===== src/rtl/axil_pkg.sv =====
// Shared types and constants for the AXI4-Lite register-bus responder.
package axil_pkg;

    typedef enum logic [1:0] {
        OKAY   = 2'b00,
        SLVERR = 2'b10
    } resp_t;

    typedef enum logic [1:0] {
        IDLE  = 2'b00,
        ISSUE = 2'b01,
        WAIT  = 2'b10,
        RESP  = 2'b11
    } state_t;

    // Read data returned when the register target never answers.
    localparam logic [31:0] DEADBEEF = 32'hDEAD_BEEF;

endpackage


===== src/rtl/axil_slot.sv =====
// Single-entry holding register with a valid/ready input side.
// The slot accepts one beat when enabled and empty, and holds it until cleared.
module axil_slot #(
    parameter int W = 8
) (
    input  logic         clk,
    input  logic         rst_n,
    input  logic         i_valid,
    input  logic         i_en,
    input  logic         i_clr,
    input  logic [W-1:0] i_data,
    output logic         o_ready,
    output logic         o_full,
    output logic [W-1:0] o_data
);

    logic         r_full;
    logic [W-1:0] r_data;

    assign o_ready = ~r_full & i_en;
    assign o_full  = r_full;
    assign o_data  = r_data;

    // Capture a beat on handshake; a clear empties the slot for the next one.
    always_ff @(posedge clk or negedge rst_n) begin
        if (!rst_n) begin
            r_full <= 1'b0;
            r_data <= '0;
        end else if (i_clr) begin
            r_full <= 1'b0;
        end else if (i_valid && o_ready) begin
            r_full <= 1'b1;
            r_data <= i_data;
        end
    end

endmodule


===== src/rtl/axil_reg_slave.sv =====
// AXI4-Lite responder that turns each AXI read or write into one
// request/response exchange on a simple register bus.
// Optional build macro AXIL_REG_SLAVE_TIMEOUT_EN adds a response timeout
// of TIMEOUT_CYCLES cycles in WAIT; without it WAIT holds indefinitely.
module axil_reg_slave
    import axil_pkg::*;
#(
    parameter int ADDR_WIDTH     = 13,
    parameter int DATA_WIDTH     = 32,
    parameter int TIMEOUT_CYCLES = 256
) (
    input  logic                    clk,
    input  logic                    rst_n,
    input  logic [ADDR_WIDTH-1:0]   awaddr,
    input  logic [2:0]              awprot,
    input  logic                    awvalid,
    output logic                    awready,
    input  logic [DATA_WIDTH-1:0]   wdata,
    input  logic [DATA_WIDTH/8-1:0] wstrb,
    input  logic                    wvalid,
    output logic                    wready,
    output logic [1:0]              bresp,
    output logic                    bvalid,
    input  logic                    bready,
    input  logic [ADDR_WIDTH-1:0]   araddr,
    input  logic [2:0]              arprot,
    input  logic                    arvalid,
    output logic                    arready,
    output logic [DATA_WIDTH-1:0]   rdata,
    output logic [1:0]              rresp,
    output logic                    rvalid,
    input  logic                    rready,
    output logic                    req_valid,
    output logic                    req_write,
    output logic [ADDR_WIDTH-1:0]   req_addr,
    output logic [DATA_WIDTH-1:0]   req_wdata,
    output logic [DATA_WIDTH/8-1:0] req_wstrb,
    input  logic                    rsp_valid,
    input  logic [DATA_WIDTH-1:0]   rsp_rdata,
    input  logic                    rsp_err
);

    localparam int STRB_W   = DATA_WIDTH / 8;
    localparam int ADDR_LSB = $clog2(STRB_W);
    localparam int WSLOT_W  = DATA_WIDTH + STRB_W;

    state_t                  r_state;
    state_t                  w_state_nxt;
    logic                    r_alive;
    logic                    r_is_write;
    logic                    r_rr_rd;
    resp_t                   r_resp;
    logic [DATA_WIDTH-1:0]   r_rdata;
    logic                    r_req_write;
    logic [ADDR_WIDTH-1:0]   r_req_addr;
    logic [DATA_WIDTH-1:0]   r_req_wdata;
    logic [STRB_W-1:0]       r_req_wstrb;

    logic                    w_aw_full, w_w_full, w_ar_full;
    logic                    w_aw_en, w_ar_en, w_aw_clr, w_ar_clr;
    logic [ADDR_WIDTH-1:0]   w_aw_addr, w_ar_addr, w_gaddr;
    logic [WSLOT_W-1:0]      w_wslot;
    logic                    w_wr_pend, w_rd_pend, w_grant, w_grant_wr;
    logic                    w_misalign, w_rsp_take, w_done, w_tmo;
    logic                    w_unused_prot;

    assign w_unused_prot = ^{awprot, arprot};

    // Readies only open in IDLE, and never during or right after reset.
    assign w_aw_en = r_alive & (r_state == IDLE);
    assign w_ar_en = w_aw_en & ~(w_aw_full & w_w_full);

    axil_slot #(.W(ADDR_WIDTH)) u_aw_slot (
        .clk(clk), .rst_n(rst_n), .i_valid(awvalid), .i_en(w_aw_en), .i_clr(w_aw_clr),
        .i_data(awaddr), .o_ready(awready), .o_full(w_aw_full), .o_data(w_aw_addr)
    );

    axil_slot #(.W(WSLOT_W)) u_w_slot (
        .clk(clk), .rst_n(rst_n), .i_valid(wvalid), .i_en(w_aw_en), .i_clr(w_aw_clr),
        .i_data({wstrb, wdata}), .o_ready(wready), .o_full(w_w_full), .o_data(w_wslot)
    );

    axil_slot #(.W(ADDR_WIDTH)) u_ar_slot (
        .clk(clk), .rst_n(rst_n), .i_valid(arvalid), .i_en(w_ar_en), .i_clr(w_ar_clr),
        .i_data(araddr), .o_ready(arready), .o_full(w_ar_full), .o_data(w_ar_addr)
    );

    // Round-robin: r_rr_rd set means a read wins a simultaneous request.
    assign w_wr_pend  = w_aw_full & w_w_full;
    assign w_rd_pend  = w_ar_full;
    assign w_grant    = (r_state == IDLE) & (w_wr_pend | w_rd_pend);
    assign w_grant_wr = w_wr_pend & (~w_rd_pend | ~r_rr_rd);
    assign w_gaddr    = w_grant_wr ? w_aw_addr : w_ar_addr;
    assign w_misalign = |w_gaddr[ADDR_LSB-1:0];
    assign w_rsp_take = (r_state == WAIT) & rsp_valid;
    assign w_done     = (r_state == RESP) & (r_is_write ? bready : rready);
    assign w_aw_clr   = w_done & r_is_write;
    assign w_ar_clr   = w_done & ~r_is_write;

`ifdef AXIL_REG_SLAVE_TIMEOUT_EN
    localparam int TMO_W = $clog2(TIMEOUT_CYCLES + 1);
    logic [TMO_W-1:0] r_tmo_cnt;

    // Count cycles spent waiting on the target, restarting at every issue.
    always_ff @(posedge clk or negedge rst_n) begin
        if (!rst_n) begin
            r_tmo_cnt <= '0;
        end else if (r_state == ISSUE) begin
            r_tmo_cnt <= '0;
        end else if (r_state == WAIT) begin
            r_tmo_cnt <= r_tmo_cnt + 1'b1;
        end
    end

    assign w_tmo = (r_state == WAIT) & ~rsp_valid &
                   (r_tmo_cnt == TMO_W'(TIMEOUT_CYCLES - 1));
`else
    localparam logic [31:0] TMO_CFG = TIMEOUT_CYCLES;
    logic w_unused_tmo;
    assign w_unused_tmo = ^TMO_CFG;
    assign w_tmo        = 1'b0;
`endif

    // Out-of-reset marker that keeps the readies low while reset is applied.
    always_ff @(posedge clk or negedge rst_n) begin
        if (!rst_n) r_alive <= 1'b0;
        else        r_alive <= 1'b1;
    end

    // State register.
    always_ff @(posedge clk or negedge rst_n) begin
        if (!rst_n) r_state <= IDLE;
        else        r_state <= w_state_nxt;
    end

    // Next-state and handshake outputs; misaligned grants skip the register bus.
    always_comb begin
        w_state_nxt = r_state;
        req_valid   = 1'b0;
        bvalid      = 1'b0;
        rvalid      = 1'b0;
        case (r_state)
            IDLE:  if (w_grant) w_state_nxt = w_misalign ? RESP : ISSUE;
            ISSUE: begin
                req_valid   = 1'b1;
                w_state_nxt = WAIT;
            end
            WAIT:  if (w_rsp_take || w_tmo) w_state_nxt = RESP;
            RESP: begin
                bvalid = r_is_write;
                rvalid = ~r_is_write;
                if (w_done) w_state_nxt = IDLE;
            end
            default: w_state_nxt = IDLE;
        endcase
    end

    // Transaction context: request fields at grant, response at completion.
    always_ff @(posedge clk or negedge rst_n) begin
        if (!rst_n) begin
            r_is_write  <= 1'b0;
            r_rr_rd     <= 1'b1;
            r_resp      <= OKAY;
            r_rdata     <= '0;
            r_req_write <= 1'b0;
            r_req_addr  <= '0;
            r_req_wdata <= '0;
            r_req_wstrb <= '0;
        end else begin
            if (w_grant) begin
                r_is_write <= w_grant_wr;
                r_rr_rd    <= w_grant_wr;
                if (w_misalign) begin
                    r_resp  <= SLVERR;
                    r_rdata <= '0;
                end else begin
                    r_req_write <= w_grant_wr;
                    r_req_addr  <= w_gaddr;
                    r_req_wdata <= w_grant_wr ? w_wslot[DATA_WIDTH-1:0] : '0;
                    r_req_wstrb <= w_grant_wr ? w_wslot[WSLOT_W-1:DATA_WIDTH] : '0;
                end
            end
            if (w_rsp_take) begin
                r_resp <= rsp_err ? SLVERR : OKAY;
                if (!r_is_write) r_rdata <= rsp_rdata;
            end else if (w_tmo) begin
                r_resp <= SLVERR;
                if (!r_is_write) r_rdata <= {(DATA_WIDTH / 32){DEADBEEF}};
            end
        end
    end

    assign bresp     = r_resp;
    assign rresp     = r_resp;
    assign rdata     = r_rdata;
    assign req_write = r_req_write;
    assign req_addr  = r_req_addr;
    assign req_wdata = r_req_wdata;
    assign req_wstrb = r_req_wstrb;

endmodule


===== config.mk =====
export PLATFORM = sky130hd
export DESIGN_NAME = axil_reg_slave
export DESIGN_NICKNAME = d
export VERILOG_FILES = /design/src/rtl/axil_pkg.sv /design/src/rtl/axil_slot.sv /design/src/rtl/axil_reg_slave.sv
export SDC_FILE = /design/constraint.sdc
export NUM_CORES = 1
export LEC_CHECK = 0
export CAP_MARGIN = 40
export CORE_ASPECT_RATIO = 0.6
export CORE_MARGIN = 5
export CORE_UTILIZATION = 50
export CTS_CLUSTER_DIAMETER = 60
export DETAILED_ROUTE_END_ITERATION = 10
export HOLD_SLACK_MARGIN = 0.12
export PLACE_DENSITY = 0.86
export SYNTH_ARGS = -nofsm -noshare
export SYNTH_HDL_FRONTEND = slang
export SYNTH_HIERARCHICAL = 1
export SYNTH_SLANG_ARGS = --single-unit

===== constraint.sdc =====
create_clock -name clk -period 6.4 [get_ports clk]
set_clock_uncertainty 0.15 [all_clocks]
set_input_delay 1.6 -clock clk [delete_from_list [all_inputs] [get_ports clk]]
set_output_delay 1.6 -clock clk [all_outputs]
set_load 0.005 [all_outputs]

======== Word-level counts from Yosys, hierarchy flattened ========
Cells that the tools add are included.
word-level totals
  register bits ........................... 154
  input port bits ......................... 109
  output and inout port bits .............. 92
  word-level logic and storage cells ...... 87
cells by class
  equality and inequality tests ........... 6
  muxes and demuxes ....................... 26
  bitwise logic cells ..................... 23
  reductions and logical operators ........ 16
operators with widths
  kind                count
  $mux 32             5
  $mux 2              8
  $mux 13             1
  $and 1x1->1         12
  $mux 1              10
  $reduce_and 2->1    5
  $reduce_bool 2->1   5
  $not 1->1           9
  $pmux 2 s4          1
  $ne 2x2->1 const B  3
  $eq 2x2->1 const B  2
  $mux 4              1
  $logic_and 1x1->1   3
  $reduce_and 3->1    1
  $eq 2x1->1 const B  1
  $logic_not 2->1     1
  $or 1x1->1          2
  $reduce_or 2->1     1

======== Logic depth before layout (Yosys ltp) ========
  depth in word-level cells ............... 9
  mapped depth ............................ 7
  gate-level depth less buffers ........... 6

======== Cells and area by module ========
The synthesis kept the hierarchy.
by module, submodules not included
  module                      instances  cells each  area each (µm²)  seq. area each (µm²)
  axil_reg_slave              1          247         3513.4           2203.4
  axil_slot at u_w_slot       1          81          1544.0           925.9
  axil_slot at u_ar_slot ...  2          32          585.6            350.3

======== Least setup slack after synthesis ========
No wires, ideal clock.
  path kind ............................... reg2out
  start point ............................. register r_state[0]
  end point ............................... output arready
  data arrival time ....................... 1.241 ns
  data required time ...................... 4.650 ns
  setup slack ............................. 3.409 ns
  stages on the path, launching flop included .. 6
  cells stage by stage .................... dfrtp_1 -> inv_1 -> ha_1 -> and2_1 -> and2_1 -> nor2b_1
on the way
  word-level cells in the longest chain between the ends .. 4
RTL lines
  what                    RTL line               source
  start, declared         axil_reg_slave.sv:47   state_t r_state;
  start signal, assigned  axil_reg_slave.sv:133  else r_state <= w_state_nxt;
  $logic_not 2->1         axil_reg_slave.sv:70   assign w_aw_en = r_alive & (r_state == IDLE);
  $and 1x1->1             axil_reg_slave.sv:70
  named net w_aw_en       axil_reg_slave.sv:60   logic w_aw_en, w_ar_en, w_aw_clr, w_ar_clr;
  $and 1x1->1             axil_reg_slave.sv:71   assign w_ar_en = w_aw_en & ~(w_aw_full & w_w_full);
  named net w_ar_en       axil_reg_slave.sv:60
  $and 1x1->1             axil_slot.sv:20        assign o_ready = ~r_full & i_en;
  end, declared           axil_reg_slave.sv:28   output logic arready,
The timed path passes the listed nets, and every way through them passes these cells.

======== Final worst setup path ========
  start point ............................. register r_state[1]
  end point ............................... output arready
Same word-level chain as after synthesis.

==> impl_metrics.ini <==
[status]
status = completed

[setup_path]
cp.required_ns = 4.65
end_kind = output pin
crit_arrival_ns = 2.51
crit_type = flop to output pin
start_kind = flop
crit_fanout = 7

[floorplanning]
die_w_microns = 154
dieHeight_microns = 96.5
start_util_pct = 51.3
ios = 201
dieArea_sq_um = 14900
rows = 31
coreArea_sq_um = 12100

[placement]
hpwlAfterDp_microns = 10900
gp_congestion = 0.889
numPortBuffers = 192
place_area_sq_um = 8250

[cts]
cts_buffers = 17
ctsHoldBuffers = 0
cts_tree = yes
h-tree-depth = 4
path_clk_slew_ns = 0.06
postCtsSetupBuffers = 0
cts.sinks = 153
cts_buffer_depth = 2
insertion_delay_ns = 0.41
ctsResizeCount = 0
cts_root_buf = clkbuf_16

[sta]
hold_violations = 0
setup_viol = 0
tightest_slew_ns = 0.602
period_share_pct = 66.6
drv_slew = 0
setup_tns_ns = 0
slew-limit-headroom_pct = 59.9
max_freq_mhz = 235
period_needed_ns = 4.26
rsz0062_at_grt = false

[layout]
design_area_sq_um = 8870
area_delta_synth_final_pct = 42.5
antenna_cells = 0
drive_above_1_share_pct = 21.7
fin_nets = 701
final_cell_mix = clkdlybuf4s50_1 (191), dfrtp_1 (152), a22o_1 (70), mux2_4 (60), mux2_2 (23)
final_util_pct = 73.1
final_common_cell = clkdlybuf4s50_1

[grt]
grt_antenna_before_repair = 0
grt_pass1_vias = 4524
grt_pass1_wl_microns = 24400
track_usage_pct = 21.2
grt_overflow_total = 0
grt_max_degree = 69

[logic_synthesis]
syn_area_per_cell_sq_um = 15.9
async_flop_share_pct = 100
yosys_warnings = 6
ys_types = 31
ys_seq_area_share_pct = 61.5
synth_cells = 392
ys_ff_latch = 153
synth_edf_count = 0
synth_ff_type = dfrtp_1
syn_area_sq_um = 6230

[hold_path]
hold_class = flop to flop

[power]
p_leak_uw = 0.00401
power_density_nw_per_um2 = 461
ir_drop_mv = 0.226

[route]
viasPerCell = 5.46
drc_errors = 0
ant_nets = 0
via_count = 4177
wire_per_inst_microns = 20.4
initialDrtViolationCount = 173
firstDrtPassIters = 4
routed_wl_microns = 15600

[job]
drv_cap = 0
## kinds of logic after synthesis
group	after synthesis	synth area share [%]
flops	153	61.5
compound gates	88	11.6
mux	85	19.0
simple gates	32	3.15
buf+inv	27	3.64
fa+ha+maj	5	1.00
other cells	2	0.121
## stage by stage
step                      instances  worst slack [ns]  hold slack (ns)  power [uW]
after detailed placement        733              2.35            0.327        3060
after CTS                       765              2.14            0.342        4120
after global placement          730              2.13            0.319        2960
after floorplan                 393              3.41            0.312        2390
after global routing            765              2.04            0.359        4300
final                           765              2.14            0.338        4090
## synthesized netlist by cell type (all sizes together), types with 2 or more instances
master | number | area share, %
inv | 2 | 0.12
buf | 21 | 3.3
ha | 5 | 1.0
a21oi | 9 | 0.72
nand2 | 5 | 0.30
conb | 2 | 0.12
a22o | 70 | 9.8
mux2 | 84 | 19
and3 | 2 | 0.20
clkbuf | 4 | 0.24
and4bb | 3 | 0.72
dfrtp | 152 | 61
nor2b | 6 | 0.60
a31oi | 5 | 0.60
and2 | 7 | 0.70
a21o | 2 | 0.24
nor2 | 7 | 0.42
## registers in the layout, summed over array words and instances (netlist names), 2 cells and up
name	cells
u_aw_slot/o_data	13
req_wdata	32
rdata	32
r_state	2
req_wstrb	4
req_addr	13
u_w_slot/o_data	36
u_ar_slot/o_data	13
## report_power, final
part	switching [uW]	internal (uW)
sequential	254	1360
clock	397	640
combinational	508	928
## layer usage
metal / track usage (%) / wire length, microns / part of all wire, %
met4: 6.69 / 249 / 1.6
met5: 0 / 0 / 0
met2: 33.9 / 7150 / 46
met3: 7.30 / 1230 / 7.9
met1: 27.7 / 6950 / 45
## final timing paths
path | slack [ns] | cells after the start | end | start
min in group asynchronous | 0.93 | 1 | u_aw_slot/o_data[8] | rst_n
worst min register to register | 0.34 | 1 | req_addr[2] | req_addr[2]
worst max-delay path | 2.14 | 6 | arready | r_state[1]
worst max register to register | 3.54 | 7 | u_w_slot/o_data[32] | r_state[1]
worst min-delay path | 0.34 | 1 | req_addr[2] | req_addr[2]
max in group asynchronous | 4.22 | 2 | u_w_slot/o_data[24] | rst_n
## area by class of cell
class / count / area, sq um
inverter: 2 / 7.51
fill: 767 / 3270
clock inverter: 12 / 164
tap: 165 / 206
multi-input combinational: 213 / 2180
sequential: 153 / 3830
timing repair buffer: 200 / 2030
clock buffer: 20 / 457
## critical path: stages, from the launching register on
cell	delay, ns
dfrtp_1	0.42
inv_1	0.12
ha_1	0.27
and2_1	0.30
and2_1	0.22
nor2b_1	0.22
clkdlybuf4s50_1	0.54
Note: power is estimated with default switching activity, not from simulation.
==> patch 1: new RTL, config.mk and constraints unchanged <==
Add a define of `AXIL_REG_SLAVE_TIMEOUT_EN`.
--- a/src/rtl/axil_reg_slave.sv
+++ b/src/rtl/axil_reg_slave.sv
@@ -2,6 +2,8 @@
 // request/response exchange on a simple register bus.
 // Optional build macro AXIL_REG_SLAVE_TIMEOUT_EN adds a response timeout
 // of TIMEOUT_CYCLES cycles in WAIT; without it WAIT holds indefinitely.
+`define AXIL_REG_SLAVE_TIMEOUT_EN
+
 module axil_reg_slave
     import axil_pkg::*;
 #(
Function: no difference found for any inputs over 4 cycles, from zero or initial values and one cycle with rst_n low; that may be too few to reach the edited logic, so the function may still have changed.
==> patch 1 against the unedited design <==
- sequential cell count increased by 9
- area after synthesis increased by 10%
- routed wire length increased by 2.7%
- fmax increased by 1.2%
- synthesized cell count increased by 13%
- clock power decreased by 9.5%
- worst hold slack got worse by 0.012 ns
- design area increased by 5.7%
- non-clock buffer count decreased by 1
- core utilization decreased by 3.8 points
- cell count increased by 7.5%
- power increased by 6.8%
- worst setup slack improved by 0.052 ns
- critical path type unchanged
==> patch 1: results (changes against the unedited design) <==
- Fin nets: 750 (+7.0%)
- GPL Wtd Cong: 0.804 (-9.6%)
- Pre-Repair DR Iteration Count: 4 (unchanged)
- HP Class: reg2reg
- Largest register FFs: 36 (unchanged)
- CP arrival: 2.46 ns (-0.05 ns)
- Worst vdd ir: 0.000200 V (-12%)
- Share of post-route cells with drive strength above 1: 24.9% (+3.2 points)
- Worst setup startpoint: r_state[0]
- Top cells by area, synth: dfrtp_1, mux2_4, a22o_1, mux2_2, o221a_2
- Initial antenna violation count: 0 (unchanged)
- Setup crit end: arready
- P_leak: 4.15 nW (+3.5%)
- Reg2reg path depth: 9 (+2)
- Met3 WL: 1.36 mm (+11%)
- Met1 wire length: 7.22 mm (+4.0%)
- Crit-path max cell delay: 0.51 ns (-0.03 ns)
- CP top delay family: simple AND/OR/NAND/NOR gates
- Clock buffer depth: 2 (unchanged)
- Largest net degree at the start of global routing: 73 (+5.8%)
- Async set-or-reset flop fraction in the synthesized netlist: 100% (unchanged)
- Setup bufs post-CTS: 0 (unchanged)
- Post-synth EDFFs: 0 (unchanged)
- Global-route wire length before repair: 26.2 mm (+7.4%)
- Reg-to-reg slack, setup: 3.30 ns (-0.24 ns)
- Top Metal Used: met4
- Vias per Instance: 5.43 (-0.58%)
- R2R Path Start: r_tmo_cnt[0]
- Fillers: 906 (+18%)
- Synth cell count leaders: dfrtp_1, mux2_4, a22o_1, mux2_2, o221a_2
- Met2 Wirelength: 7.30 mm (+2.1%)
- Vias in the first global route: 4868 (+7.6%)
- PostCTS Resize Cnt: 0 (unchanged)
- Clock latency at the later pin of the worst-skew pair: 0.41 ns (about the same)
- CTS H-tree lvls: 4 (unchanged)
- DR iter-0 viols: 256 (+48%)
- WL final: 16.0 mm (+2.7%)
- HPWL after DPL: 11.2 mm (+2.9%)
- Status: finished clean
- Crit-path max FO: 7 (unchanged)
- Antenna diode count: 0 (unchanged)
- R2r endpoint: rdata[12]
- Post-synthesis sequential area ratio: 59.1% (-2.4 points)
- Slew margin rel.: 56.0% (-3.8 points)
- Yosys warnings: 6 (unchanged)
- Post-synth cell types: 45 (+45%)
- Total GRT Usage: 20.5% (-0.64 points)
[patch 1: kinds of logic (layout without fill, tap and decap cells)]
family | Yosys count | after routing | synth area share [%]
DFF | 162 | 162 | 59.1
AOI/OAI and AO/OA | 95 | 95 | 12.5
muxes | 88 | 88 | 17.7
and+or+nand+nor | 54 | 54 | 4.82
buffers and inverters | 34 | 236 | 4.21
adders and majority gates | 7 | 7 | 1.28
other | 2 | 3 | 0.109
xor gates and xnor gates | 2 | 2 | 0.255
[patch 1: power by group]
group / leakage, nW / switching (mW) / total, mW / internal, mW
registers: 2.05 / 0.271 / 1.72 / 1.45
logic: 1.84 / 0.627 / 1.70 / 1.08
clock network: 0.260 / 0.433 / 0.941 / 0.508
total: 4.15 / 1.33 / 4.37 / 3.04
[patch 1: cell type report]
cell class	instances	area [um2]	share of cell area, %
flip-flops and latches	162	4060	43.2
clock inverters	14	123	1.31
inverters	5	18.8	0.200
well taps	175	219	2.33
multi-input cells	249	2520	26.9
clock buffers	18	429	4.58
repair buffers	199	2020	21.5
[patch 1: worst min-delay path by stage]
stage                        startpoint            end  slack (ns)  cells past startpoint
CTS                           req_write      req_write        0.33                      1
floorplan           u_w_slot/o_data[29]  req_wdata[29]        0.31                      1
detailed placement            req_write      req_write        0.31                      1
global placement              req_write      req_write        0.31                      1
global route                  req_write      req_write        0.34                      1
finish                        req_write      req_write        0.33                      1
[patch 1: metrics by stage]
| step | setup slack, ns | cell area (um2) | hold WS (ns) | cells | power (mW) |
|---|---|---|---|---|---|
| floorplan | 3.40 | 6860 | 0.312 | 445 | 2.73 |
| global placement | 2.60 | 8770 | 0.311 | 788 | 3.34 |
| detailed placement | 2.62 | 8830 | 0.315 | 790 | 3.45 |
| CTS | 2.22 | 9380 | 0.329 | 822 | 4.42 |
| global route | 2.08 | 9380 | 0.344 | 822 | 4.64 |
| finish | 2.19 | 9380 | 0.326 | 822 | 4.37 |
[patch 1: metal layers]
layer / vias to the layer above / global-route usage, %
met3: 10 / 7.81
li1: 2022 / -
met4: 0 / 5.37
met5: - / 0
met2: 158 / 31.6
met1: 2272 / 27.7
==> patch 2: new RTL, same flow settings <==
Without the edit above. Re-encode `state_t` (4 states) as one-hot, 4 bits wide.
--- a/src/rtl/axil_pkg.sv
+++ b/src/rtl/axil_pkg.sv
@@ -6,11 +6,11 @@
         SLVERR = 2'b10
     } resp_t;
 
-    typedef enum logic [1:0] {
-        IDLE  = 2'b00,
-        ISSUE = 2'b01,
-        WAIT  = 2'b10,
-        RESP  = 2'b11
+    typedef enum logic [3:0] {
+        IDLE  = 4'b0001,
+        ISSUE = 4'b0010,
+        WAIT  = 4'b0100,
+        RESP  = 4'b1000
     } state_t;
 
     // Read data returned when the register target never answers.
Function: no difference found for any inputs over 4 cycles, from zero or initial values and one cycle with rst_n low; so few cycles prove little.
==> patch 2 against the unedited design <==
- combinational power about the same
- via count increased by 2.9%
- area after synthesis increased by 3.4%
- routed wire length increased by 1.9%
- synthesized cell count increased by 8.7%
- power decreased by 0.91%
- design area increased by 1.7%
- core utilization decreased by 2.2 points
- worst setup slack improved by 0.10 ns
- fmax increased by 2.4%
- sequential cell count increased by 2
- largest power group unchanged
==> patch 2: results (changes against the unedited design) <==
- Post-synthesis sequential area ratio: 60.3% (-1.2 points)
- Largest net degree at the start of global routing: 99 (+43%)
- Pwr Total: 4.05 mW (-0.91%)
- Fin nets: 724 (+3.3%)
- Post-Layout Cell Count: 798 (+4.3%)
- Dpl cells: 766 (+4.5%)
- Reg-to-reg slack, setup: 3.41 ns (-0.13 ns)
- Vias per Instance: 5.39 (-1.3%)
- P per Cell Area: 449 mW/mm2 (-2.6%)
- Met3 WL: 1.32 mm (+7.9%)
- Synth cell count leaders: dfrtp_1, mux2_4, a22o_1, nand2_1, o2bb2ai_1
- HPWL after DPL: 11.0 mm (+0.77%)
- CP arrival: 2.41 ns (-0.10 ns)
- CP max stage cell: dfstp_2
- P_leak: 3.94 nW (-1.9%)
- Met2 Usage GRT: 33.3% (-0.59 points)
- Share of post-route cells with drive strength above 1: 21.5% (-0.17 points)
- Global-route wire length before repair: 25.4 mm (+3.8%)
- Maximum clock frequency: 0.240 GHz (+2.4%)
- Synthesized area per cell: 15.1 um2 (-4.9%)
- DR iter-0 viols: 149 (-14%)
- Reg power frac: 39.3% (-0.2 points)
- Vias in the first global route: 4646 (+2.7%)
- Post-synth cell types: 40 (+29%)
- Pre-CTS setup slack: 2.35 ns (-0.000480 ns)
- Status: finished clean
- Worst vdd ir: 0.000259 V (+15%)
- Met2 Wirelength: 7.46 mm (+4.3%)
- Worst setup startpoint: r_state[0]
- R2r endpoint: u_w_slot/o_data[33]
- Top cells by area, synth: dfrtp_1, mux2_4, a22o_1, o2bb2ai_1, mux2_2
- Total GRT Usage: 21.0% (-0.20 points)
- Crit-path max FO: 8 (+1)
patch 2: how the worst min path moves through the flow:
stage               cells past startpoint  slack (ns)                 from       endpoint
floorplan                               1        0.31  u_w_slot/o_data[29]  req_wdata[29]
global placement                        1        0.31            req_write      req_write
detailed placement                      1        0.32          req_addr[1]    req_addr[1]
CTS                                     1        0.34   u_w_slot/o_data[5]   req_wdata[5]
global route                            1        0.36  u_w_slot/o_data[30]  req_wdata[30]
finish                                  1        0.34  u_w_slot/o_data[30]  req_wdata[30]
patch 2: final cells by class:
type / count / share of cell area [%]
clock buffer: 17 / 4.71
clock inverter: 15 / 1.93
inverter: 1 / 0.0416
multi-input combinational: 241 / 25.8
sequential: 155 / 43.0
tap: 170 / 2.36
timing repair buffer: 199 / 22.2
patch 2: logic make-up (layout without fill, tap and decap cells):
family	after synthesis	after routing	synth area share, %
AOI/OAI and AO/OA	82	82	10.9
buffers and inverters	31	232	3.83
DFF	155	155	60.3
muxes	86	86	18.5
other	2	3	0.117
and+or+nand+nor	70	70	6.39
